## src/rtl/cycle_timer_pkg.sv

```systemverilog
// cycle_timer_pkg: shared types and constants for the machine timer.
//   mtime_t            64-bit time / compare value
//   *_OFS              byte offsets of the four 32-bit registers
//   CMP_RESET_DEFAULT  reset value of mtimecmp (never fires until written)
//   word_ofs()         strips the ignored byte-lane bits from a bus address
package cycle_timer_pkg;

  typedef logic [63:0] mtime_t;

  localparam logic [3:0] MTIME_LO_OFS = 4'h0;
  localparam logic [3:0] MTIME_HI_OFS = 4'h4;
  localparam logic [3:0] CMP_LO_OFS   = 4'h8;
  localparam logic [3:0] CMP_HI_OFS   = 4'hC;

  localparam mtime_t CMP_RESET_DEFAULT = 64'hFFFF_FFFF_FFFF_FFFF;

  // Registers are word aligned; addr[1:0] carries no information.
  function automatic logic [3:0] word_ofs(input logic [3:0] addr);
    return addr & 4'hC;
  endfunction

endpackage

```

## src/rtl/cycle_timer_if.sv

```systemverilog
// cycle_timer_if: peripheral data bus between the core (master) and the timer (slave).
//   req    access request, one cycle per access
//   we     write enable, qualified by req
//   addr   byte offset, addr[1:0] ignored
//   wdata  write data
//   rdata  read data, valid while ack is high, 0 otherwise and on write acks
//   ack    one-cycle acknowledge
// Handshake: there is no ready/backpressure. Every cycle with req=1 is one
// accepted access, and ack=1 exactly one cycle later. Back-to-back requests
// produce back-to-back acks.
interface cycle_timer_if;
  logic        req;
  logic        we;
  logic [3:0]  addr;
  logic [31:0] wdata;
  logic [31:0] rdata;
  logic        ack;

  modport master (output req, we, addr, wdata, input rdata, ack);
  modport slave  (input req, we, addr, wdata, output rdata, ack);
endinterface

```

## src/rtl/cycle_timer_timebase_extend.sv

```systemverilog
// timebase_extend: widens the free-running 32-bit hardware cycle count to a
// 64-bit mtime by counting the wraps of the count.
//   clk, rst  clock, asynchronous active-high reset
//   hc_in     32-bit free-running count
//   mtime     {hi_q, lo_q}; lo_q lags hc_in by one cycle
module timebase_extend
  import cycle_timer_pkg::*;
(
  input  logic        clk,
  input  logic        rst,
  input  logic [31:0] hc_in,
  output mtime_t      mtime
);

  logic [31:0] lo_q;
  logic [31:0] hi_q;

  always_ff @(posedge clk or posedge rst) begin
    if (rst) begin
      lo_q <= '0;
      hi_q <= '0;
    end else begin
      lo_q <= hc_in;
      // Wrap detect: upper half to lower half of the count. A reset of the
      // upstream counter from below 2^31 is therefore not mistaken for a wrap.
      if (lo_q[31] && !hc_in[31]) begin
        hi_q <= hi_q + 32'd1;
      end
    end
  end

  assign mtime = {hi_q, lo_q};

endmodule

```

## src/rtl/cycle_timer.sv

```systemverilog
// cycle_timer: memory-mapped machine timer.
//   clk, rst  clock, asynchronous active-high reset
//   hc_in     free-running 32-bit cycle count from the hardware counter
//   bus       peripheral bus slave (cycle_timer_if.slave)
//   irq       level timer interrupt, registered (mtime >= mtimecmp)
// Register map: 0x0 MTIME_LO (RO, snapshots hi), 0x4 MTIME_HI (RO, snapshot),
// 0x8 CMP_LO (RW), 0xC CMP_HI (RW). Writes to read-only offsets are acked and dropped.
module cycle_timer
  import cycle_timer_pkg::*;
#(
  parameter mtime_t CMP_RESET = CMP_RESET_DEFAULT
) (
  input  logic          clk,
  input  logic          rst,
  input  logic [31:0]   hc_in,
  cycle_timer_if.slave  bus,
  output logic          irq
);

  mtime_t      mtime;
  mtime_t      mtimecmp;
  logic [31:0] hi_snap;
  logic [3:0]  reg_ofs;

  timebase_extend u_timebase (
    .clk   (clk),
    .rst   (rst),
    .hc_in (hc_in),
    .mtime (mtime)
  );

  assign reg_ofs = word_ofs(bus.addr);

  always_ff @(posedge clk or posedge rst) begin
    if (rst) begin
      mtimecmp  <= CMP_RESET;
      hi_snap   <= '0;
      bus.ack   <= 1'b0;
      bus.rdata <= '0;
      irq       <= 1'b0;
    end else begin
      // Compare uses the pre-edge mtimecmp, so a CMP write shows in irq one
      // edge after the register itself changes.
      irq       <= (mtime >= mtimecmp);
      bus.ack   <= bus.req;
      bus.rdata <= '0;
      if (bus.req) begin
        if (bus.we) begin
          case (reg_ofs)
            CMP_LO_OFS: mtimecmp[31:0]  <= bus.wdata;
            CMP_HI_OFS: mtimecmp[63:32] <= bus.wdata;
            default:    ;
          endcase
        end else begin
          case (reg_ofs)
            MTIME_LO_OFS: begin
              // Freeze the upper half seen alongside this lower half so a
              // following MTIME_HI read forms a coherent 64-bit pair.
              bus.rdata <= mtime[31:0];
              hi_snap   <= mtime[63:32];
            end
            MTIME_HI_OFS: bus.rdata <= hi_snap;
            CMP_LO_OFS:   bus.rdata <= mtimecmp[31:0];
            CMP_HI_OFS:   bus.rdata <= mtimecmp[63:32];
            default:      bus.rdata <= '0;
          endcase
        end
      end
    end
  end

endmodule

```

## src/flat_wrapper.sv

```systemverilog
// flat-port wrapper written by rule: the top's interface ports become plain ports
module cycle_timer_flat import cycle_timer_pkg::*;
#(
  parameter mtime_t CMP_RESET = CMP_RESET_DEFAULT
)
  (clk, rst, hc_in, irq, bus_req, bus_we, bus_addr, bus_wdata, bus_rdata, bus_ack);
  cycle_timer_if bus_i ();
  input  logic clk;
  input  logic rst;
  input  logic [31:0] hc_in;
  output logic irq;
  input wire logic [$bits(bus_i.req)-1:0] bus_req;
  input wire logic [$bits(bus_i.we)-1:0] bus_we;
  input wire logic [$bits(bus_i.addr)-1:0] bus_addr;
  input wire logic [$bits(bus_i.wdata)-1:0] bus_wdata;
  output wire logic [$bits(bus_i.rdata)-1:0] bus_rdata;
  output wire logic [$bits(bus_i.ack)-1:0] bus_ack;
  assign bus_i.req = bus_req;
  assign bus_i.we = bus_we;
  assign bus_i.addr = bus_addr;
  assign bus_i.wdata = bus_wdata;
  assign bus_rdata = bus_i.rdata;
  assign bus_ack = bus_i.ack;
  cycle_timer #(.CMP_RESET(CMP_RESET)) u_core (.clk(clk), .rst(rst), .hc_in(hc_in), .bus(bus_i), .irq(irq));
endmodule
```

## config.mk

```make
export PLATFORM = sky130hd
export DESIGN_NAME = cycle_timer_flat
export DESIGN_NICKNAME = d
export VERILOG_FILES = /design/src/rtl/cycle_timer_pkg.sv /design/src/rtl/cycle_timer_if.sv /design/src/rtl/cycle_timer_timebase_extend.sv /design/src/rtl/cycle_timer.sv /design/src/flat_wrapper.sv
export SDC_FILE = /design/constraint.sdc
export NUM_CORES = 1
export LEC_CHECK = 0
export CAP_MARGIN = 30
export CORE_MARGIN = 2
export CORE_UTILIZATION = 50
export CTS_BUF_LIST = sky130_fd_sc_hd__clkbuf_2
export DETAILED_ROUTE_END_ITERATION = 8
export GPL_TIMING_DRIVEN = 0
export PLACE_DENSITY_LB_ADDON = 0.05
export SYNTH_ARGS = -nofsm -noshare
export SYNTH_HDL_FRONTEND = slang
export SYNTH_SLANG_ARGS = --single-unit
```

## constraint.sdc

```tcl
create_clock -name clk -period 11.1 [get_ports clk]
set_input_delay 1.11 -clock clk [delete_from_list [all_inputs] [get_ports clk]]
set_output_delay 1.11 -clock clk [all_outputs]
set_load 0.005 [all_outputs]
```

* After elaboration in Yosys (flattened, before gate mapping) *
Index checks and enable logic that the tools add are counted.

storage, ports and cells
  flip-flop bits (word level) = 194
  bits in latches = 0
  bits in writable memories = 0
  memory bits (read-only) = 0
  bits of input ports = 72
  output and inout bits = 34
  logic and storage cells = 23
  memories kept = 0

cells by class
  $add $sub $neg = 1
  $mul = 0
  divide/modulo/power cells = 0
  order comparisons = 1
  equality and inequality tests = 3
  shift-type cells = 0
  multiplexer cells = 3
  bitwise operators = 1
  reductions and logical operators = 6

operators by type and width
  operator                                              number
  one-hot mux 32 bit (4 select lines)                   1
  >= comparator 64 bit                                  1
  2-to-1 mux 32 bit                                     2
  adder 32 x 1 -> 32 bit (second input constant)        1
  AND reduction 3 bit                                   3
  equality test 2 bit (second input constant)           2
  logical NOT 4 bit                                     1
  equality test 2 x 1 -> 1 bit (second input constant)  1
  logical AND 1 bit                                     1
  logical NOT 1 bit                                     1
  inverter 1 bit                                        1

* Longest topological paths before layout *
Gate-level depths: netlist (run 1).

  depth after elaboration = 4
  gate-level depth with buffers = 8
  mapped depth without buffers = 8

* Hierarchy *
A second synthesis (run 1) with hierarchy kept.

unflattened totals
  cells, all modules = 700
  area, all modules = 9,376.5 um2

by module, submodules not included
  module           times used  cells an instance  area each (um2)
  cycle_timer      1           540                7,058.0
  timebase_extend  1           160                2,318.5

* Least setup slack after synthesis (run 1) *
No wires, ideal clock.

  path kind = input-to-reg
  start = in bus_addr[2]
  end = reg u_core.bus.rdata[10]
  data arrival time = 2.225 ns
  path slack = 8.742 ns
  stages on the path = 4
  path buffers = 2
  cells stage by stage = buf_2 -> buf_2 -> mux4_2 -> nor2b_1

on the way
  cells in the longest elaborated chain, start to end = 4
  elaborated cells between the ends (all ways) = 7
  classes of those cells = 3 x eq/ne; 3 x mux; 1 x reduce/logical

ends and longest elaborated chain
  element                                      RTL line              source
  start, declared                              flat_wrapper.sv:14    input wire logic [$bits(bus_i.addr)-1:0] bus_addr;
  equality test 2 bit (tied with other cells)  cycle_timer.sv:55     case (reg_ofs)
  one-hot mux 32 bit (4 select lines) *        cycle_timer.sv:55
  2-to-1 mux 32 bit *                          cycle_timer.sv:48     if (bus.we) begin
  2-to-1 mux 32 bit *                          cycle_timer.sv:47     if (bus.req) begin
  end signal, assigned                         cycle_timer.sv:59     bus.rdata <= mtime[31:0];
  end signal, assigned                         cycle_timer.sv:62     MTIME_HI_OFS: bus.rdata <= hi_snap;
  end signal, assigned                         cycle_timer.sv:63     CMP_LO_OFS: bus.rdata <= mtimecmp[31:0];
  end, declared                                cycle_timer_if.sv:20  modport slave (input req, we, addr, wdata, output rdata, ack);

Mark *: on every way between the ends. The rest lies on a longest branch, timed or not.
A chain may end at the register's enable or synchronous reset.

* Worst setup path in the final report (run 1) *
  start = reg u_core.irq
  end = out irq

RTL lines
  element                 RTL line            source
  start, declared         cycle_timer.sv:17   output logic irq
  start signal, assigned  cycle_timer.sv:44   irq <= (mtime >= mtimecmp);
  end, declared           flat_wrapper.sv:11  output logic irq;

No word-level cell between the ends.

==> summary.md, run 1 <==
| Metric | Value |
|---|---|
| DIE WIDTH | 140 µm |
| Pin count of the biggest net entering global routing | 102 |
| RSZ-0062 raised after global routing | no |
| HPWL Detailed | ~14 mm |
| Final period utilization | between 20% and 30% |
| Crit path largest cell delay | between 0.5 and 0.6 ns |
| Hold crit path type | register to register |
| Via density per instance | 5.45 |
| WP data required | 9.99 ns |
| Fin worst setup slack | between 8 and 9 ns |
| Mapped Cells | 688 |
| Maximum clock path buffer count | 2 |
| Power Density | 148 nW/µm² |
| Post-synth ARST share | 100% |
| Fillers | ~1,500 |
| Vias | 5,736 |
| Nets | 946 |
| WP data arrival | 1.69 ns |
| Antenna violations before repair | 1 |
| Ys Warns | 0 |
| Status | finished with violations |
| Startpoint Class | register |
| Total power draw | 1610 µW |
| Row cnt | 49 |
| Crit path buf inv count | 1 |
| Tightest Pin Transition | 0.788 ns |
| Total Wirelength | 19.5 mm |
| Gpl congestion | just under 0.8 |
| Die Ht | 140 µm |
| Post-CTS sizing | 0 |
| Worst path cell trace | clkdlybuf4s50_1 |
| Area Overhead vs Synth | 17.2% |
| Final min period | between 2 and 3 ns |
| DRT Pass-1 Iters | 8 |
| WL/cell | 18.5 µm |
| CTS Sinks | 194 |
| Crit path kind | register to output port |
| Critical path depth | 1 |
| Cells after DPL | 1,019 |
| Root buf cell | clkbuf_2 |
| Post-synth cell types | 44 |
| Post-Place Setup Slack | between 8 and 9 ns |
| Ys flop type | dfrtp_1 |
| Worst Setup End Kind | output port |
| Hold path depth | 1 |
| CTS tree | done |
| Num ports | 106 |
| Final Hold Viols | 0 |
| Commonest non-fill, non-tap cell in the layout | dfrtp_1 |
| Max Freq | 357 MHz |
| Clk Latency, worst-skew pair | 0.76 ns |
| Routed Antenna Nets | 0 |
| Clk slew on worst S/H paths | 0.27 ns |
| Initial core utilization | about half |
| Commonest non-fill, non-tap cells in the layout | dfrtp_1 (130), clkdlybuf4s50_1 (101), mux2_2 (96), ha_1 (65) |
| Slew Viols, Final | 0 |
| Vias in the first global route | between 6,000 and 7,000 |
| Synthesized area | 9260 µm² |
| Peak supply drop | between 0.08 and 0.09 mV |
| Die ar. | 19,600 µm² |
| Relative slew slack | a little under half |
| Port Buffers | 101 |
| Post-CTS Setup Bufs | 0 |
| # DRC | 7 |
| Number of synthesized flops with an enable pin | 0 |
| Syn nets | between 800 and 900 |
| First-pass GRT wire length | roughly 32 mm |
| Final setup fails | 0 |
| #FFs+latches synth | 194 |
| Post-Route Setup TNS | 0 ns |
| GR Util All Layers | 21.2% |
| Reg2Reg Depth | 8 |
| Clock buffer count from CTS | 17 |
| Core area | 18,100 µm² |
| Clock Skew | about 0.039 ns |
| Max Cap Violations | 0 |
| Share of cells above drive strength 1 | just over 30% |
| Area occupied by multi-input gates | 3990 µm² |
| Gr ovfl total | 0 |
| Static Leak | between 0.004 and 0.005 µW |
| Slowest-stage cell, CP | clkdlybuf4s50_1 |
| Max H-tree Level | 4 |
| Critical path fanouts, max | 1 |
| Seq/Total Area, Yosys | 53.3% |
| Delay-heaviest family, CP | buffers and inverters |
| Avg Cell Area, Syn | about 13 µm² |
| DR iter-0 viols | between 300 and 400 |
| Cell Count, Final, Fillers Out | 1,052 |
| Hold Buf Count CTS | 0 |
| Failing checks | design-rule violations |
| Register Area | 4930 µm² |
-- flip-flops by register name, summed over array words and instances, names as in the netlist --
name	cells
u_core.mtimecmp	64
u_core.bus.rdata	32
u_core.hi_snap	32
u_core.u_timebase.hi_q	32
u_core.u_timebase.lo_q	32
u_core.bus.ack	1
u_core.irq	1
-- through the flow --
step	utilization [%]	hold WS (ns)	instance area, µm²
after floorplan	-	0.453	9260
after global placement	58.4	0.478	10600
after detailed placement	58.6	0.482	10600
after CTS	60.0	0.524	10900
after global routing	60.0	0.548	10900
final	60.0	0.529	10900
-- report_power, final --
group	switching, µW	internal (µW)
registers	66.9	830
clock network	242	129
logic	153	189
-- final cells by class --
cell class	instances	area share, %
antenna	1	0.0230
buffer	20	0.841
clock buffer	20	0.922
clock inverter	12	1.45
inverter	65	2.32
multi-input combinational	409	36.8
sequential	194	45.5
tap	229	2.64
timing repair buffer	102	9.57
-- worst paths after layout --
check	start	end	slack [ns]
max	u_core.irq	irq	8.30
min	u_core.hi_snap[25]	u_core.hi_snap[25]	0.53
max reg2reg	u_core.mtimecmp[14]	u_core.irq	8.52
min reg2reg	u_core.hi_snap[25]	u_core.hi_snap[25]	0.53
max in group asynchronous	rst	u_core.mtimecmp[15]	9.36
min in group asynchronous	rst	u_core.bus.rdata[28]	0.80
-- layer usage --
metal  global-route usage [%]  up-vias  share of wire [%]
li1                         -     2665                  -
met4                     4.63        0               0.86
met3                     4.10       10                3.4
met1                     27.8     2961                 44
met5                        0        -                  0
met2                     37.0      100                 52
-- logic make-up (layout without fill, tap and decap cells) --
kind of cell / after synthesis / in the layout / synth area share [%]
flops: 194 / 194 / 53.3
fa+ha+maj: 65 / 65 / 8.78
other cells: 0 / 1 / 0
simple gates: 131 / 131 / 8.24
buf+inv: 85 / 219 / 3.62
mux: 129 / 129 / 19.6
compound gates: 53 / 53 / 3.59
xor+xnor: 31 / 31 / 2.93
-- synthesized netlist by cell type (2+ instances only) --
master | n | area [µm²]
a211oi_1 | 2 | 15.0
a21o_1 | 9 | 67.6
a21oi_1 | 25 | 125
and3_1 | 5 | 31.3
and4_1 | 2 | 17.5
buf_2 | 13 | 65.1
clkbuf_1 | 7 | 26.3
dfrtp_1 | 130 | 3250
dfstp_2 | 64 | 1680
ha_1 | 65 | 813
inv_1 | 65 | 244
mux2_2 | 96 | 1080
mux4_2 | 32 | 721
nand2_1 | 29 | 109
nand2b_1 | 4 | 25.0
nand3_1 | 10 | 50.1
nand3_2 | 3 | 30.0
nand4_1 | 19 | 119
nor2_1 | 11 | 41.3
nor2b_1 | 34 | 213
nor3_2 | 3 | 30.0
nor4_1 | 3 | 18.8
o21ai_0 | 6 | 30.0
o31ai_1 | 2 | 15.0
xnor2_1 | 22 | 193
xor2_1 | 9 | 78.8
(Power assumes the default switching activity.)
==> run 2, diff against run 1 <==
==> constraint.sdc (replaced) <==
create_clock -name clk -period 2.7 [get_ports clk]
set_input_delay 0.27 -clock clk [delete_from_list [all_inputs] [get_ports clk]]
set_output_delay 0.27 -clock clk [all_outputs]
set_load 0.005 [all_outputs]
==> summary.md, run 2 (same netlist as run 1, synthesis figures left out) <==
| Metric | Value |
|---|---|
| Root buf cell | clkbuf_2 |
| Total power draw | 6660 µW |
| Port Buffers | 101 |
| WL/cell | 18.2 µm |
| Slowest-stage cell, CP | dfstp_2 |
| Vias in the first global route | around 6,200 |
| Die ar. | just under 20,000 µm² |
| Clk slew on worst S/H paths | approximately 0.26 ns |
| Row cnt | 49 |
| Maximum clock path buffer count | 2 |
| CTS tree | done |
| Post-Route Setup TNS | 0 ns |
| DR iter-0 viols | about 330 |
| Hold path depth | 3 |
| Worst Setup End Kind | register |
| Cells after DPL | 1,023 |
| WP data arrival | 3.23 ns |
| Max Cap Violations | 0 |
| Hold crit path type | primary input to register |
| Gpl congestion | a little under 0.8 |
| Vias | between 5,000 and 6,000 |
| Commonest non-fill, non-tap cells in the layout | dfrtp_1 (130), clkdlybuf4s50_1 (101), mux2_2 (96), ha_1 (65) |
| Clk Latency, worst-skew pair | 0.74 ns |
| Pin count of the biggest net entering global routing | 39 |
| # DRC | 8 |
| Core area | roughly 18,000 µm² |
| Relative slew slack | 53.5% |
| Tightest Pin Transition | between 0.6 and 0.7 ns |
| Worst path cell trace | inv_1, ha_1, nand4_1, nor4_2, a21boi_1, o31a_1, a2111oi_2, o31ai_1 |
| Max Freq | between 300 and 400 MHz |
| Routed Antenna Nets | 0 |
| HPWL Detailed | 14.8 mm |
| Reg-to-Reg End | u_core.irq |
| Num ports | 106 |
| Hold Crit Endpoint | u_core.hi_snap[31] |
| WP data required | 3.38 ns |
| Share of cells above drive strength 1 | 29.3% |
| Worst Hold Launch | bus_addr[2] |
| R2r setup slk | approximately 0.15 ns |
| RSZ-0062 raised after global routing | no |
| Cell Area, Placed | 10,700 µm² |
| GR Util All Layers | between 20% and 30% |
| Commonest non-fill, non-tap cell in the layout | dfrtp_1 |
| Biggest register | u_core.mtimecmp |
| Final period utilization | 94.6% |
| Status | finished with violations |
| Final instance area | between 10,000 and 15,000 µm² |
| Gr ovfl total | 0 |
| Final setup fails | 0 |
| Clock buffer count from CTS | 17 |
| Max H-tree Level | 4 |
| Clock Skew | ~0.02 ns |
| Crit path kind | register to register |
| Final Hold Viols | 0 |
| DRT Pass-1 Iters | 7 |
| Initial core utilization | between 50% and 60% |
| Crit path largest cell delay | about 0.60 ns |
| Power Density | 591 nW/µm² |
| Post-CTS Setup Bufs | 0 |
| Slew Viols, Final | 0 |
| Total Wirelength | around 20 mm |
| Critical path fanouts, max | 3 |
| Area Overhead vs Synth | 21.5% |
| Peak supply drop | 0.378 mV |
| DIE WIDTH | 140 µm |
| Via density per instance | 5.35 |
| Worst R2R Start | u_core.mtimecmp[14] |
| CTS Sinks | about 190 |
| First-pass GRT wire length | 33.3 mm |
| Max reg flops | 64 |
| Final min period | 2.55 ns |
| Core Util, Final | 62.2% |
| Die Ht | between 100 and 150 µm |
| Static Leak | approximately 0.0051 µW |
| Startpoint Class | register |
| Reg2Reg Depth | 8 |
| Cell Count, Final, Fillers Out | 1,090 |
| Failing checks | design-rule violations |
| Antenna violations before repair | 1 |
| Nets | roughly 980 |
run 2: layout make-up:
| cell class | instances | area, µm² |
|---|---|---|
| fill | 1418 | 6830 |
| sequential | 194 | 4930 |
| inverter | 65 | 248 |
| antenna | 1 | 2.50 |
| multi-input combinational | 409 | 3990 |
| clock inverter | 15 | 164 |
| buffer | 20 | 91.3 |
| clock buffer | 17 | 85.1 |
| timing repair buffer | 140 | 1450 |
| tap | 229 | 287 |
run 2: worst max-delay path by stage:
stage	slack, ns	start	to
floorplan	-0.02	rst	u_core.bus.ack
global placement	-1.45	rst	u_core.u_timebase.lo_q[14]
detailed placement	0.19	u_core.mtimecmp[14]	u_core.irq
CTS	0.12	u_core.mtimecmp[14]	u_core.irq
global route	0.003	u_core.mtimecmp[14]	u_core.irq
finish	0.15	u_core.mtimecmp[14]	u_core.irq
run 2: worst max-delay path: cells and delay by family (launching register included):
kind | cells | cell delay, ns
compound gates | 4 | 0.77
simple gates | 2 | 0.76
flops | 1 | 0.60
fa+ha+maj | 1 | 0.33
buf+inv | 1 | 0.04
run 2: timing repair:
item                      CTS  global route
resized for setup           0             0
hold buffers               34             0
hold endpoints to repair   50             0
run 2: per-layer routing:
layer | global-route usage [%] | vias up | share of wire, % | wire (µm)
li1 | - | 2739 | - | -
met1 | 28.8 | 2973 | 43 | 8650
met2 | 37.2 | 101 | 52 | 10300
met3 | 4.17 | 18 | 3.2 | 642
met4 | 6.11 | 0 | 1.4 | 281
met5 | 0 | - | 0 | 0
run 2: stage by stage:
step	hold slack, ns	setup WS (ns)
after floorplan	0.301	-0.0222
after global placement	0.478	-1.45
after detailed placement	0.495	0.186
after CTS	0.0540	0.120
after global routing	0.0549	0.00323
final	0.124	0.146
run 2: power by group:
part | total [µW] | switching, µW | internal (µW)
Sequential | 3700 | 285 | 3410
Clock | 1500 | 991 | 507
Combinational | 1460 | 641 | 821
Total | 6660 | 1920 | 4740
==> run 3, diff against run 2 <==
--- a/config.mk
+++ b/config.mk
@@ -5,6 +5,7 @@
 export SDC_FILE = /design/constraint.sdc
 export NUM_CORES = 1
 export LEC_CHECK = 0
+export ABC_CLOCK_PERIOD_IN_PS = 2700
 export CAP_MARGIN = 30
 export CORE_MARGIN = 2
 export CORE_UTILIZATION = 50
==> results of run 3 <==
No change in the layout: final DEF, timing and power equal those of run 2.
